==> src/rtl/direct_interc_pipe.sv <==
// Elastic valid/ready pipeline for long direct tile-to-tile connections.
// DEPTH register stages with bubble collapsing; DEPTH=0 degenerates to a plain wire.
module direct_interc_pipe #(
  parameter int unsigned WIDTH = 1,
  parameter int unsigned DEPTH = 2,
  parameter int unsigned CNT_W = 4
) (
  input  logic             clk,
  input  logic             rst_n,
  input  logic             flush,
  input  logic [WIDTH-1:0] in,
  input  logic             in_valid,
  output logic             in_ready,
  output logic [WIDTH-1:0] out,
  output logic             out_valid,
  input  logic             out_ready,
  output logic [CNT_W-1:0] occupancy
);

  if (DEPTH > 8) begin : g_bad_depth
    $error("direct_interc_pipe: DEPTH must be in 0..8");
  end

  if ((64'd1 << CNT_W) <= 64'(DEPTH)) begin : g_bad_cnt_w
    $error("direct_interc_pipe: CNT_W too narrow to count DEPTH stages");
  end

  if (DEPTH == 0) begin : g_wire
    assign out       = in;
    assign out_valid = in_valid;
    assign in_ready  = out_ready;
    assign occupancy = '0;

    // Clock, reset and flush are meaningless for a bare wire.
    logic unused_pins;
    assign unused_pins = &{1'b0, clk, rst_n, flush};
  end else begin : g_pipe
    logic [DEPTH-1:0]            v_q;
    logic [DEPTH-1:0]            v_d;
    logic [DEPTH-1:0][WIDTH-1:0] d_q;
    logic [DEPTH-1:0]            up_v;
    logic [DEPTH-1:0][WIDTH-1:0] up_d;
    logic [DEPTH-1:0]            ld;
    logic [DEPTH:0]              rdy;
    logic [CNT_W-1:0]            occ_q;
    logic [CNT_W-1:0]            occ_d;

    // Ready ripples back from out_ready; each stage also takes its upstream neighbour.
    always_comb begin
      rdy   = '0;
      up_v  = '0;
      up_d  = '0;
      ld    = '0;
      v_d   = v_q;
      occ_d = '0;

      rdy[DEPTH] = out_ready;
      for (int i = int'(DEPTH) - 1; i >= 0; i--) begin
        rdy[i] = ~v_q[i] | rdy[i+1];
      end

      up_v[0] = in_valid;
      up_d[0] = in;
      for (int i = 1; i < int'(DEPTH); i++) begin
        up_v[i] = v_q[i-1];
        up_d[i] = d_q[i-1];
      end

      for (int i = 0; i < int'(DEPTH); i++) begin
        if (flush) begin
          v_d[i] = 1'b0;
        end else if (rdy[i]) begin
          v_d[i] = up_v[i];
        end
        // Bubbles never overwrite data, keeping out stable during a stall.
        ld[i] = rdy[i] & up_v[i] & ~flush;
        occ_d = occ_d + CNT_W'(v_d[i]);
      end
    end

    always_ff @(posedge clk or negedge rst_n) begin
      if (!rst_n) begin
        v_q   <= '0;
        d_q   <= '0;
        occ_q <= '0;
      end else begin
        v_q   <= v_d;
        occ_q <= occ_d;
        for (int i = 0; i < int'(DEPTH); i++) begin
          if (ld[i]) begin
            d_q[i] <= up_d[i];
          end
        end
      end
    end

    assign in_ready  = rdy[0] & ~flush;
    assign out       = d_q[DEPTH-1];
    assign out_valid = v_q[DEPTH-1];
    assign occupancy = occ_q;
  end

endmodule

==> config.mk <==
export PLATFORM = sky130hd
export DESIGN_NAME = direct_interc_pipe
export DESIGN_NICKNAME = d
export VERILOG_FILES = /design/src/rtl/direct_interc_pipe.sv
export SDC_FILE = /design/constraint.sdc
export NUM_CORES = 1
export LEC_CHECK = 0
export BUFFER_PORTS_ARGS = -buffer_cell sky130_fd_sc_hd__clkbuf_2
export CAP_MARGIN = 20
export CORE_AREA = 2 2 39 41
export DETAILED_ROUTE_END_ITERATION = 8
export DIE_AREA = 0 0 41 43
export GPL_ROUTABILITY_DRIVEN = 0
export HOLD_SLACK_MARGIN = 0.03
export MAX_ROUTING_LAYER = met4
export PLACE_DENSITY_LB_ADDON = 0.1
export SYNTH_ARGS = -nofsm -noshare
export SYNTH_HDL_FRONTEND = slang
export SYNTH_SLANG_ARGS = --single-unit
==> constraint.sdc <==
create_clock -name clk -period 1.5 [get_ports clk]
set_clock_uncertainty 0.15 [all_clocks]
set_input_delay 0.15 -clock clk [delete_from_list [all_inputs] [get_ports clk]]
set_output_delay 0.15 -clock clk [all_outputs]
set_load 0.1 [all_outputs]
# Word level (Yosys, flattened, before mapping)
# Index checks and enable logic that the tools add are counted.
[totals]
input_bits = 6
out_inout_bits = 7
regBits = 6
[op_classes]
n_bitwise = 10
mux = 4
n_addsub = 1
[op_table]
columns = ["op", "n"]
rows = [
  ["1-bit AND", 5],
  ["1-bit 2-to-1 mux", 4],
  ["1-bit inverter", 3],
  ["1-bit by 1-bit adder with 2-bit output", 1],
  ["1-bit bitwise OR", 2],
]

# Depth between registers and ports, before layout
# Gate-level depths: netlist (run 1).
[depth]
ltp_word = 6
depth_mapped = 4

# Worst setup path after synthesis (run 1)
# No wires, ideal clock.
[synth_path]
path_type = "reg2out"
from = "register g_pipe.v_q[1]"
to = "output in_ready"
slack_ns = -1.217
arrival_time_ns = 2.417
stages_incl_launch_ff = 3
cell_sequence = "dfrtp_1 > and3b_2 > nor2_1"
[synth_between]
elab_chain_cells = 4
[synth_rtl]
columns = ["item", "line", "source"]
rows = [
  ["from (decl)", "38", "logic [DEPTH-1:0] v_q;"],
  ["from (signal assigned)", "87", "v_q <= v_d;"],
  ["1-bit inverter", "59", "rdy[i] = ~v_q[i] | rdy[i+1];"],
  ["1-bit bitwise OR (2 in a row)", "59", ""],
  ["1-bit AND", "97", "assign in_ready = rdy[0] & ~flush;"],
  ["to (decl)", "13", "output logic in_ready,"],
]
# No other way between the ends.

# Final worst setup path (run 1)
# Ends and elaborated chain as after synthesis.

==> impl_metrics.env, run 1 <==
export IMPL_synth_area_top_cells="dfrtp_1, buf_4, mux2_4"
export IMPL_die_area_um2=1763
export IMPL_cts_tree="done"
export IMPL_dr_pass1_iters=1
export IMPL_worstPathArrival_ns=1.31
export IMPL_drive_above_1_share_pct=58.54
export IMPL_rows=14
export IMPL_initial_core_util_pct=19.26
export IMPL_period_share_pct=107.3
export IMPL_grt_pass1_vias=193
export IMPL_min_path_cells=2
export IMPL_critPathMaxStageDelay_ns=0.46
export IMPL_diodes=0
export IMPL_startpoint_type="flip-flop"
export IMPL_total_leakage_power_nw=0.2346
export IMPL_ys_warn_count=0
export IMPL_p_switching_uw=226.5
export IMPL_antenna_found_initial=0
export IMPL_grt_pass1_wl_um=738
export IMPL_area_delta_synth_final_pct=67.61
export IMPL_synth_seq_cells=6
export IMPL_slew_headroom_pct=64.03
export IMPL_nNetsFinal=49
export IMPL_worstHoldStart="flush"
export IMPL_vias_per_cell=3.702
export IMPL_insertion_delay_ns=0.24
export IMPL_p_int_uw=340.0
export IMPL_die_x_um=41
export IMPL_mostFrequentLayoutCells="clkbuf_2, dfrtp_1, buf_4"
export IMPL_vdd_drop_max_mv=0.3851
export IMPL_finalWirelength_um=518
export IMPL_core_area_um2=1384
export IMPL_crit_fanout=2
export IMPL_cts_sinks=6
export IMPL_synth_seq_area_share_pct=56.34
export IMPL_syn_inst=22
export IMPL_place_area_um2=371.6
export IMPL_reg2reg_from="g_pipe.v_q[1]"
export IMPL_comb_power_share_pct=38.1
export IMPL_clkPwrFrac_pct=28.3
export IMPL_period_needed_ns=1.610
export IMPL_reg2reg_to="g_pipe.d_q[0]"
export IMPL_p_sw_share_pct=39.99
export IMPL_r2r_setup_slack_ns=-0.08
export IMPL_clock_path_buffers=2
export IMPL_avgSynthCellArea_um2=12.11
export IMPL_rsz0062_at_grt="true"
export IMPL_portBuffers=10
export IMPL_netlist_area_um2=266.5
export IMPL_path_buf_inv=2
export IMPL_fmax_mhz=621.2
export IMPL_whs_endpoint="g_pipe.v_q[1]"
export IMPL_grt_max_degree=7
export IMPL_setup_violations=4
export IMPL_cts_root_buffer="clkbuf_4"
export IMPL_placed_cells=49
export IMPL_stdcell_count=57
export IMPL_remaining_drc_errors=0
export IMPL_hold_viol=0
export IMPL_drt_initial_drc_count=0
export IMPL_path_class="reg -> out"
export IMPL_final_common_cell="clkbuf_2"
export IMPL_violations="setup timing"
export IMPL_ant_nets=0
export IMPL_cp_slowest_cell="dfrtp_4"
export IMPL_slew_viol_final=0
export IMPL_detailed_place_hpwl_um=390.9
export IMPL_die_h_um=43
export IMPL_detailroute_via_count=211
export IMPL_path_clk_slew_ns=0.05
export IMPL_cp_data_required_time_ns=1.20
export IMPL_stdcell_area_um2=446.7
export IMPL_r2r_cells=4
export IMPL_yosysTopAreaCell="dfrtp_1"
export IMPL_setup_slack_ns=-0.1098
export IMPL_drv_cap=0
export IMPL_crit_family="flip-flops"
export IMPL_worstSetupEndpointType="output pin"
export IMPL_power_density_nw_per_um2=1268
export IMPL_htreeDepth=1
export IMPL_synth_top_cell_area_share_pct=56.34
export IMPL_p_seq_share_pct=33.6
export IMPL_cts_buffers=3
export IMPL_hp_class="in -> reg"
export IMPL_gr_total_overflow=0
export IMPL_path_cells="and3b_2 -> buf_6 -> nor2_4 -> buf_12"
export IMPL_ys_types=12
export IMPL_track_usage_pct=7.580
export IMPL_worst_slew_pin_transition_ns=0.5418
export IMPL_wire_per_inst_um=9.088
export IMPL_status="finished, violations left"
export IMPL_ioPinCount=13
cell type report:
cell class              count  area (µm²)
repair buffers             16       127.6
fillers                   155       937.1
flip-flops and latches      6       153.9
well taps                  16       20.02
clock buffers               4       26.28
multi-input cells          13       111.4
inverters                   2       7.507
how the worst max path moves through the flow:
stage                  start            end  slack (ns)  depth (start not counted)
3_3_place_gp   g_pipe.v_q[1]  g_pipe.d_q[0]        0.03                          3
5_1_grt        g_pipe.v_q[1]       in_ready       -0.16                          4
2_1_floorplan  g_pipe.v_q[1]       in_ready       -0.19                          2
6_report       g_pipe.v_q[1]       in_ready       -0.11                          4
3_5_place_dp   g_pipe.v_q[1]  g_pipe.d_q[0]        0.03                          3
4_1_cts        g_pipe.v_q[1]       in_ready       -0.13                          4
cells in the mapped netlist:
cell type,count
mux2_2,1
dfrtp_1,6
nor3b_2,1
conb_1,1
buf_4,2
nor2_1,4
and3b_2,1
a211o_1,1
mux2_4,1
ha_1,1
a21oi_1,1
inv_1,2
worst reg2reg max path: stages (launching register included):
cell,delay (ns)
dfrtp_4,0.46
and3b_2,0.21
buf_4,0.14
nor3b_2,0.19
mux2_4,0.32
metal layers:
layer / track usage [%] / routed length [µm] / vias to the layer above / share of wire (%)
met5: - / 0 / - / 0
met2: 9.688 / 275 / 8 / 53
met1: 6.954 / 200 / 99 / 39
met4: 10.00 / 0 / 0 / 0
met3: 3.141 / 42 / 0 / 8.1
li1: - / - / 104 / -
cells by family after synthesis:
family          count (synthesis)  synth area share, %
mux                             2                9.857
flops                           6                56.34
buf+inv                         4                8.450
fa+ha+maj                       1                4.694
other cells                     1                1.407
compound gates                  2                5.163
simple gates                    6                14.08
stage by stage:
| stage | TNS [ns] | worst slack (ns) | hold slack, ns | utilization [%] | power [mW] |
|---|---|---|---|---|---|
| after CTS | -0.3431 | -0.1337 | 0.04307 | 32.01 | 0.5757 |
| after detailed placement | 0 | 0.02582 | -0.1646 | 26.85 | 0.3981 |
| final | -0.2567 | -0.1098 | 0.04845 | 32.28 | 0.5665 |
| after global placement | 0 | 0.03484 | -0.1682 | 26.85 | 0.3971 |
| after global routing | -0.4363 | -0.1628 | 0.04796 | 32.28 | 0.5948 |
| after floorplan | -0.4269 | -0.1947 | -0.2956 | - | 0.3553 |
power groups by stage:
stage / combinational (mW) / sequential, mW / clock (mW)
3_5_place_dp: 0.205 / 0.193 / 0
6_report: 0.216 / 0.190 / 0.160
2_1_floorplan: 0.0651 / 0.290 / 0
4_1_cts: 0.215 / 0.190 / 0.170
3_3_place_gp: 0.205 / 0.192 / 0
5_1_grt: 0.223 / 0.193 / 0.178
flip-flops by register name, indices dropped and copies added, names as in the netlist:
name        cells
occupancy       2
out             1
g_pipe.v_q      2
g_pipe.d_q      1
repair_timing:
item / 4_1_cts / 5_1_grt
hold buffers: 2 / 0
endpoints found under the hold margin: 7 / 0
resized for setup: 3 / 1
setup endpoints to repair: 1 / 4
pin swaps: 2 / 1
setup buffers: 2 / 0
No activity file was read; power rests on OpenSTA's default activity.
==> run 2: changes to the inputs <==
==> constraint.sdc (replaced) <==
create_clock -name clk -period 1.7 [get_ports clk]
set_clock_uncertainty 0.15 [all_clocks]
set_input_delay 0.17 -clock clk [delete_from_list [all_inputs] [get_ports clk]]
set_output_delay 0.17 -clock clk [all_outputs]
set_load 0.1 [all_outputs]
==> impl_metrics.env, run 2 (synthesized netlist as in run 1, its figures left out) <==
export IMPL_status="complete, no violations"
export IMPL_drt_initial_drc_count=1
export IMPL_path_class="reg -> out"
export IMPL_total_power_uw=483.7
export IMPL_die_x_um=41
export IMPL_p_sw_share_pct=40.67
export IMPL_hold_viol=0
export IMPL_period_share_pct=93.55
export IMPL_core_area_um2=1384
export IMPL_rows=14
export IMPL_cts_sinks=6
export IMPL_grt_max_degree=7
export IMPL_p_switching_uw=196.7
export IMPL_hp_class="in -> reg"
export IMPL_placed_cells=47
export IMPL_path_clk_slew_ns=0.05
export IMPL_insertion_delay_ns=0.24
export IMPL_nNetsFinal=45
export IMPL_detailroute_via_count=194
export IMPL_p_seq_share_pct=34.9
export IMPL_htreeDepth=1
export IMPL_drive_above_1_share_pct=51.35
export IMPL_clock_path_buffers=2
export IMPL_wire_per_inst_um=8.868
export IMPL_drv_cap=0
export IMPL_rsz0062_at_grt="false"
export IMPL_cts_buffers=3
export IMPL_area_delta_synth_final_pct=49.30
export IMPL_track_usage_pct=6.736
export IMPL_worstSetupEndpointType="output pin"
export IMPL_slew_headroom_pct=64.12
export IMPL_initial_core_util_pct=19.26
export IMPL_clkPwrFrac_pct=28.9
export IMPL_cts_root_buffer="clkbuf_4"
export IMPL_register_area_um2=153.9
export IMPL_power_density_nw_per_um2=1216
export IMPL_startpoint_type="flip-flop"
export IMPL_p_int_uw=286.9
export IMPL_cts_tree="done"
export IMPL_gr_total_overflow=0
export IMPL_worst_slew_pin_transition_ns=0.5405
export IMPL_ant_nets=0
export IMPL_vdd_drop_max_mv=0.4891
export IMPL_portBuffers=10
export IMPL_crit_fanout=4
export IMPL_grt_pass1_vias=175
export IMPL_tns_ns=0
export IMPL_worstPathArrival_ns=1.27
export IMPL_dr_pass1_iters=2
export IMPL_mostFrequentLayoutCells="clkbuf_2, dfrtp_1, nor2_1, clkbuf_4"
export IMPL_min_path_cells=3
export IMPL_stdcell_count=53
export IMPL_ioPinCount=13
export IMPL_remaining_drc_errors=0
export IMPL_vias_per_cell=3.660
export IMPL_detailed_place_hpwl_um=394.4
export IMPL_die_h_um=43
export IMPL_comb_power_share_pct=36.3
export IMPL_cp_data_required_time_ns=1.38
export IMPL_final_common_cell="clkbuf_2"
export IMPL_total_leakage_power_nw=0.2070
export IMPL_period_needed_ns=1.590
export IMPL_antenna_found_initial=0
export IMPL_r2r_cells=3
export IMPL_slew_viol_final=0
export IMPL_fillers=152
export IMPL_setup_violations=0
export IMPL_diodes=0
export IMPL_grt_pass1_wl_um=676
export IMPL_fmax_mhz=628.8
export IMPL_die_area_um2=1763
export IMPL_finalWirelength_um=470
export IMPL_multi_input_area_um2=105.1
run 2: worst paths after layout:
| check | from | endpoint | slack (ns) |
|---|---|---|---|
| worst max-delay path | g_pipe.v_q[1] | in_ready | 0.11 |
| worst min-delay path | in_valid | g_pipe.v_q[0] | 0.06 |
| worst max register to register | g_pipe.v_q[1] | g_pipe.d_q[0] | 0.19 |
| worst min register to register | g_pipe.d_q[0] | out | 0.36 |
| max in group asynchronous | rst_n | g_pipe.v_q[1] | 1.11 |
| min in group asynchronous | rst_n | g_pipe.v_q[0] | 0.13 |
run 2: cell type report:
type | instances | share of cell area [%]
Inverter | 2 | 1.887
Timing Repair Buffer | 12 | 21.38
Multi-Input combinational cell | 13 | 26.42
Clock buffer | 4 | 6.604
Sequential cell | 6 | 38.68
Tap cell | 16 | 5.031
run 2: through the flow:
step	area (µm²)	util (%)	hold WS, ns	worst slack [ns]
4_1_cts	397.9	28.75	0.05693	0.08952
2_1_floorplan	281.5	-	-0.2756	-0.01466
6_report	397.9	28.75	0.06405	0.1097
3_5_place_dp	351.6	25.41	-0.1482	0.1817
3_3_place_gp	351.6	25.41	-0.1490	0.1919
5_1_grt	397.9	28.75	0.07255	0.06481
run 2: repair_timing:
| item | 4_1_cts | 5_1_grt |
|---|---|---|
| buffers inserted | 0 | 0 |
| hold buffers | 2 | 0 |
| hold endpoints to repair | 7 | 0 |
| gates resized for setup | 0 | 0 |
run 2: worst max-delay path, stage by stage (launching register included):
cell and delay, ns:
dfrtp_4 0.48, and3b_2 0.24, nor2_4 0.13, buf_12 0.18
run 2: power by group through the flow:
stage | registers (mW) | logic, mW | clock network (mW)
after floorplan | 0.256 | 0.0575 | 0
after global placement | 0.170 | 0.173 | 0
after detailed placement | 0.171 | 0.174 | 0
after CTS | 0.169 | 0.178 | 0.149
after global routing | 0.170 | 0.183 | 0.157
final | 0.169 | 0.175 | 0.140
run 2: routing by layer:
metal	vias up	share of wire [%]	global-route usage [%]	wire length, µm
li1	98	-	-	-
met1	88	41	6.908	194
met2	8	49	8.125	232
met3	0	9.1	3.141	43
met4	0	0	8.000	0
met5	-	0	-	0
